--- src/rtl/ccff_loader_pkg.sv ---
// ============================================================================
// Module      : ccff_loader_pkg
// Description : Shared state encoding and sizing helper for the chain loader.
// Revision    : 1.0 - initial release
// ============================================================================
`default_nettype none

package ccff_loader_pkg;

   typedef enum logic [2:0] {
      ST_IDLE   = 3'd0,
      ST_FETCH  = 3'd1,
      ST_SHIFT  = 3'd2,
      ST_RB_OUT = 3'd3,
      ST_DONE   = 3'd4
   } state_t;

   // Number of bitstream words needed to cover a chain of chain_len flops.
   function automatic int nwords(input int chain_len, input int word_w);
      return (chain_len + word_w - 1) / word_w;
   endfunction

endpackage

`default_nettype wire

--- src/rtl/ccff_word_serializer.sv ---
// ============================================================================
// Module      : ccff_word_serializer
// Description : Word shift register, in-word bit counter and readback capture.
// Revision    : 1.0 - initial release
// ============================================================================
`default_nettype none

module ccff_word_serializer #(
   parameter int WORD_W = 8
) (
   input  logic              clk,
   input  logic              rst_n,
   input  logic              i_load,
   input  logic [WORD_W-1:0] i_word,
   input  logic              i_shift,
   input  logic              i_capture,
   input  logic              i_tail,
   output logic              o_head,
   output logic              o_word_last,
   output logic [WORD_W-1:0] o_rb_data
);

   localparam int WBW = $clog2(WORD_W + 1);
   localparam logic [WBW-1:0] C_LAST_WBIT = WBW'(WORD_W - 1);

   logic [WORD_W-1:0] r_shreg;
   logic [WBW-1:0]    r_word_bit;
   logic [WORD_W-1:0] r_rb;
   logic [WORD_W-1:0] w_rb_next;

   // The tail bit lands at the current in-word position; bits never reached stay zero.
   always_comb begin
      w_rb_next = r_rb;
      for (int i = 0; i < WORD_W; i++) begin
         if (i_capture && (r_word_bit == WBW'(i))) begin
            w_rb_next[i] = i_tail;
         end
      end
   end

   always_ff @(posedge clk or negedge rst_n) begin
      if (!rst_n) begin
         r_shreg    <= '0;
         r_word_bit <= '0;
         r_rb       <= '0;
      end else if (i_load) begin
         r_shreg    <= i_word;
         r_word_bit <= '0;
         r_rb       <= '0;
      end else if (i_shift) begin
         r_shreg    <= r_shreg >> 1;
         r_word_bit <= r_word_bit + 1'b1;
         r_rb       <= w_rb_next;
      end
   end

   assign o_head      = r_shreg[0];
   assign o_word_last = (r_word_bit == C_LAST_WBIT);
   assign o_rb_data   = r_rb;

endmodule

`default_nettype wire

--- src/rtl/ccff_chain_loader.sv ---
// ============================================================================
// Module      : ccff_chain_loader
// Description : Serializes bitstream words into a configuration chain, with
//               optional readback of the previous chain contents.
// Revision    : 1.0 - initial release
// ============================================================================
`default_nettype none

module ccff_chain_loader
   import ccff_loader_pkg::*;
#(
   parameter int CHAIN_LEN = 31,
   parameter int WORD_W    = 8
) (
   input  logic              prog_clk,
   input  logic              prog_rst_n,
   input  logic              start,
   input  logic              readback,
   input  logic [WORD_W-1:0] cfg_data,
   input  logic              cfg_valid,
   output logic              cfg_ready,
   output logic [WORD_W-1:0] rb_data,
   output logic              rb_valid,
   input  logic              rb_ready,
   output logic              ccff_head,
   output logic              chain_shift_en,
   input  logic              ccff_tail,
   output logic              busy,
   output logic              done
);

   localparam int BCW = $clog2(CHAIN_LEN + 1);
   localparam logic [BCW-1:0] C_LAST_BIT  = BCW'(CHAIN_LEN - 1);
   localparam logic [BCW-1:0] C_CHAIN_END = BCW'(CHAIN_LEN);

   state_t         r_state;
   state_t         w_next;
   logic [BCW-1:0] r_bit_cnt;
   logic           r_rb_mode;
   logic           r_cfg_ready;
   logic           r_rb_valid;
   logic           r_busy;
   logic           r_done;

   logic w_load;
   logic w_shift;
   logic w_chain_last;
   logic w_word_last;
   logic w_ser_head;

   assign w_load       = (r_state == ST_FETCH) && cfg_valid;
   assign w_shift      = (r_state == ST_SHIFT);
   assign w_chain_last = (r_bit_cnt == C_LAST_BIT);

   ccff_word_serializer #(
      .WORD_W (WORD_W)
   ) u_ser (
      .clk         (prog_clk),
      .rst_n       (prog_rst_n),
      .i_load      (w_load),
      .i_word      (cfg_data),
      .i_shift     (w_shift),
      .i_capture   (w_shift && r_rb_mode),
      .i_tail      (ccff_tail),
      .o_head      (w_ser_head),
      .o_word_last (w_word_last),
      .o_rb_data   (rb_data)
   );

   // Exit tests look at the pre-increment counts so neither counter overruns.
   always_comb begin
      w_next = r_state;
      case (r_state)
         ST_IDLE:   if (start) w_next = ST_FETCH;
         ST_FETCH:  if (cfg_valid) w_next = ST_SHIFT;
         ST_SHIFT: begin
            if (w_chain_last || w_word_last) begin
               if (r_rb_mode)         w_next = ST_RB_OUT;
               else if (w_chain_last) w_next = ST_DONE;
               else                   w_next = ST_FETCH;
            end
         end
         ST_RB_OUT: begin
            if (rb_ready) w_next = (r_bit_cnt == C_CHAIN_END) ? ST_DONE : ST_FETCH;
         end
         ST_DONE:   w_next = ST_IDLE;
         default:   w_next = ST_IDLE;
      endcase
   end

   always_ff @(posedge prog_clk or negedge prog_rst_n) begin
      if (!prog_rst_n) begin
         r_state     <= ST_IDLE;
         r_bit_cnt   <= '0;
         r_rb_mode   <= 1'b0;
         r_cfg_ready <= 1'b0;
         r_rb_valid  <= 1'b0;
         r_busy      <= 1'b0;
         r_done      <= 1'b0;
      end else begin
         r_state     <= w_next;
         r_cfg_ready <= (w_next == ST_FETCH);
         r_rb_valid  <= (w_next == ST_RB_OUT);
         r_busy      <= (w_next != ST_IDLE);
         r_done      <= (w_next == ST_DONE);
         if ((r_state == ST_IDLE) && start) begin
            r_rb_mode <= readback;
            r_bit_cnt <= '0;
         end else if (w_shift) begin
            r_bit_cnt <= r_bit_cnt + 1'b1;
         end
      end
   end

   assign cfg_ready      = r_cfg_ready;
   assign rb_valid       = r_rb_valid;
   assign busy           = r_busy;
   assign done           = r_done;
   assign chain_shift_en = w_shift;
   assign ccff_head      = w_shift && w_ser_head;

endmodule

`default_nettype wire

--- config.mk ---
export PLATFORM = sky130hd
export DESIGN_NAME = ccff_chain_loader
export DESIGN_NICKNAME = d
export VERILOG_FILES = /design/src/rtl/ccff_loader_pkg.sv /design/src/rtl/ccff_word_serializer.sv /design/src/rtl/ccff_chain_loader.sv
export SDC_FILE = /design/constraint.sdc
export NUM_CORES = 1
export LEC_CHECK = 0
export ABC_AREA = 1
export CORE_MARGIN = 1
export CORE_UTILIZATION = 50
export CTS_CLUSTER_DIAMETER = 120
export DETAILED_ROUTE_END_ITERATION = 10
export PLACE_DENSITY = 0.75
export SETUP_SLACK_MARGIN = 0.5
export SLEW_MARGIN = 20
export SYNTH_ARGS = -nofsm -noshare
export SYNTH_HDL_FRONTEND = slang
export SYNTH_SLANG_ARGS = --single-unit
--- constraint.sdc ---
create_clock -name prog_clk -period 3.4 [get_ports prog_clk]
set_clock_uncertainty 0.05 [all_clocks]
set_input_delay 0.51 -clock prog_clk [delete_from_list [all_inputs] [get_ports prog_clk]]
set_output_delay 0.51 -clock prog_clk [all_outputs]
set_load 0.01 [all_outputs]
==> flow_metrics.py <==
metrics = {
    "worst_setup_path": {
        "cp_cell_sequence": "inv_2 > nand3_2 > buf_4 > inv_1 > clkdlybuf4s50_1",
        "r2r-end": "busy",
        "regToRegSetupSlack_ns": 1.74,
        "crit_fanout": 20,
        "crit_path_start_kind": "flop",
        "cp_slowest_cell": "clkdlybuf4s50_1",
        "cp_slowest_stage_delay_ns": 0.61,
        "reg2regPathDepth": 8,
        "worstSetupEndpointType": "output pin",
        "cp.arrival_ns": 2.06,
        "required_ns": 2.84,
        "reg2reg_from": "r_state[0]",
        "path_class": "flop to output pin",
    },
    "clocking": {
        "h-tree-depth": 2,
        "cts_resized": 0,
        "cts_setup_buffers": 0,
        "clkLatencyLatePin_ns": 0.33,
        "clk_root_buffer_cell": "clkbuf_4",
        "cts_sinks": 33,
        "clk_pin_slew_worst_paths_ns": 0.09,
        "clockBufferDepth": 2,
        "ctsHoldBuffers": 0,
        "cts_tree": "yes",
        "cts_buffers": 5,
    },
    "place": {
        "postPlaceCellArea_mm2": 0.002063,
        "io_buffers": 28,
        "place.gp.congestion": 0.7611,
        "dp_hpwl_mm": 2.322,
    },
    "drt": {
        "drt_pre_antenna_iters": 4,
        "drc": 0,
        "vias": 1422,
        "drt-vias-per-instance": 4.920,
        "wl_per_cell_um": 11.41,
        "first_iter_violations": 26,
        "drtAntennaViolNets": 0,
        "wirelength_mm": 3.297,
    },
    "synth": {
        "yosysWarnings": 0,
        "yosysTopAreaCell": "dfrtp_1",
        "syn_nets": 233,
        "avgSynthCellArea_um2": 8.355,
        "netlist_instances": 211,
        "ys_ff_latch": 33,
        "synth_edf_count": 0,
        "async_flop_share_pct": 100.0,
        "syn_area_mm2": 0.001763,
        "synth.area.top_cells": "dfrtp_1 47%, nand2_1 10%, o21ai_0 7.9%, inv_1 7.0%, ha_1 5.0%",
        "synth-seq-area-share_pct": 46.84,
        "synth_top_area_share_pct": 46.84,
        "synthFlopType": "dfrtp_1",
        "ys_types": 25,
    },
    "min_path": {
        "hold_depth": 1,
        "hold_path.class": "flop to flop",
        "hold_end": "r_bit_cnt[3]",
        "hp-start": "r_bit_cnt[3]",
    },
    "run_status": {
        "status": "finished clean",
    },
    "sta": {
        "worst_pin_slew_ns": 0.4353,
        "finalSetupViolCount": 0,
        "finalCritPeriodShare_pct": 77.04,
        "relSlewSlack_pct": 70.87,
        "drv_slew": 0,
        "clock.fmax_mhz": 381.8,
        "fin_tns_setup_ns": 0,
        "rsz0062_at_grt": "false",
        "fin_crit_ns": 2.619,
        "hold_viol": 0,
    },
    "global_routing": {
        "grt_max_degree": 34,
        "grt_pass1_vias": 1368,
        "gr-total-overflow": 0,
        "grtUsageTotal_pct": 20.76,
        "antenna_found_initial": 0,
        "grt_pass1_wl_mm": 5.699,
    },
    "floorplan": {
        "initial_core_util_pct": 52.42,
        "ios": 29,
        "core_mm2": 0.003363,
        "rows": 21,
        "fp.dieW_um": 61.38,
        "dieHeight_um": 61.38,
        "die-area_mm2": 0.003768,
    },
    "layout": {
        "final_common_cell": "nand2_1",
        "final_area_mm2": 0.002118,
        "area_growth_pct": 20.16,
        "mostFrequentLayoutCells": "47 x nand2_1, 33 x inv_1, 33 x dfrtp_1",
        "drive_above_1_share_pct": 8.642,
        "n_antenna_cell": 0,
        "final_nets": 265,
    },
    "pwr": {
        "p_per_area_mw_per_mm2": 819.6,
        "p_leak_nw": 1.049,
        "ir_drop_v": 0.0003412,
    },
    "run": {
        "maxCapViolations": 0,
    },
}
==> layout make-up <==
class,instances,area (um2)
Clock buffer,7,55.05
Fill cell,319,1245
Inverter,36,135.1
Multi-Input combinational cell,137,749.5
Sequential cell,33,825.8
Tap cell,46,57.56
Timing Repair Buffer,30,295.3
==> stage by stage <==
step	total power, mW	instances	hold WS (ns)	utilization [%]	setup slack [ns]
CTS	1.753	289	0.4299	62.98	0.7634
global route	1.911	289	0.4680	62.98	0.6474
floorplan	1.276	211	0.1644	-	1.827
detailed placement	1.523	282	0.4205	61.35	1.143
finish	1.736	289	0.4276	62.98	0.7808
global placement	1.490	282	0.4072	61.35	1.179
==> Yosys cell counts, types with 2 or more instances <==
master	n
buf_6	2
nor2_1	13
nor2_2	2
buf_4	2
ha_1	7
a21oi_1	4
nor2_4	3
o21ai_0	28
nand3_1	12
inv_1	33
dfrtp_1	33
nor3_1	2
inv_2	3
o211ai_1	2
nand4_1	9
nand2_1	47
==> worst max path at each step <==
stage / from / endpoint / slack, ns / cells past startpoint
floorplan: r_state[0] / ccff_head / 1.83 / 5
global placement: r_state[0] / chain_shift_en / 1.18 / 5
detailed placement: r_state[0] / chain_shift_en / 1.14 / 5
CTS: r_state[0] / chain_shift_en / 0.76 / 5
global route: r_state[0] / chain_shift_en / 0.65 / 5
finish: r_state[0] / chain_shift_en / 0.78 / 5
==> flip-flops by register name, summed over array words and instances (netlist names) <==
name / cells
r_rb_mode: 1
r_bit_cnt: 5
r_state: 3
done: 1
u_ser.r_word_bit: 4
busy: 1
u_ser.o_rb_data: 8
u_ser.r_shreg: 8
rb_valid: 1
cfg_ready: 1
==> critical path: cells and delay by family (launching register included) <==
kind | cells | cell delay (ns)
simple gates | 1 | 0.06
flops | 1 | 0.46
buf+inv | 4 | 1.22
==> power by group <==
| part | total, mW | leakage, nW | switching, mW | internal (mW) |
|---|---|---|---|---|
| Clock | 0.221 | 0.0314 | 0.123 | 0.0976 |
| Combinational | 0.845 | 0.592 | 0.499 | 0.346 |
| Sequential | 0.670 | 0.426 | 0.110 | 0.560 |
| Total | 1.74 | 1.05 | 0.733 | 1.00 |
==> kinds of logic after synthesis <==
| family | after synthesis | share of synthesized area (%) |
|---|---|---|
| and+or+nand+nor | 93 | 26.05 |
| buffers and inverters | 41 | 10.65 |
| AOI/OAI and AO/OA | 36 | 11.00 |
| DFF | 33 | 46.84 |
| adders and majority gates | 7 | 4.968 |
| xor gates and xnor gates | 1 | 0.4969 |
==> per-layer routing <==
metal  up-vias  GRT usage [%]  part of all wire (%)
met5         -              0                     0
met4         0          5.714                   1.1
met3         4          6.303                   4.1
met2        32          35.56                    47
met1       644          25.50                    48
li1        742              -                     -
(Power assumes the default switching activity.)
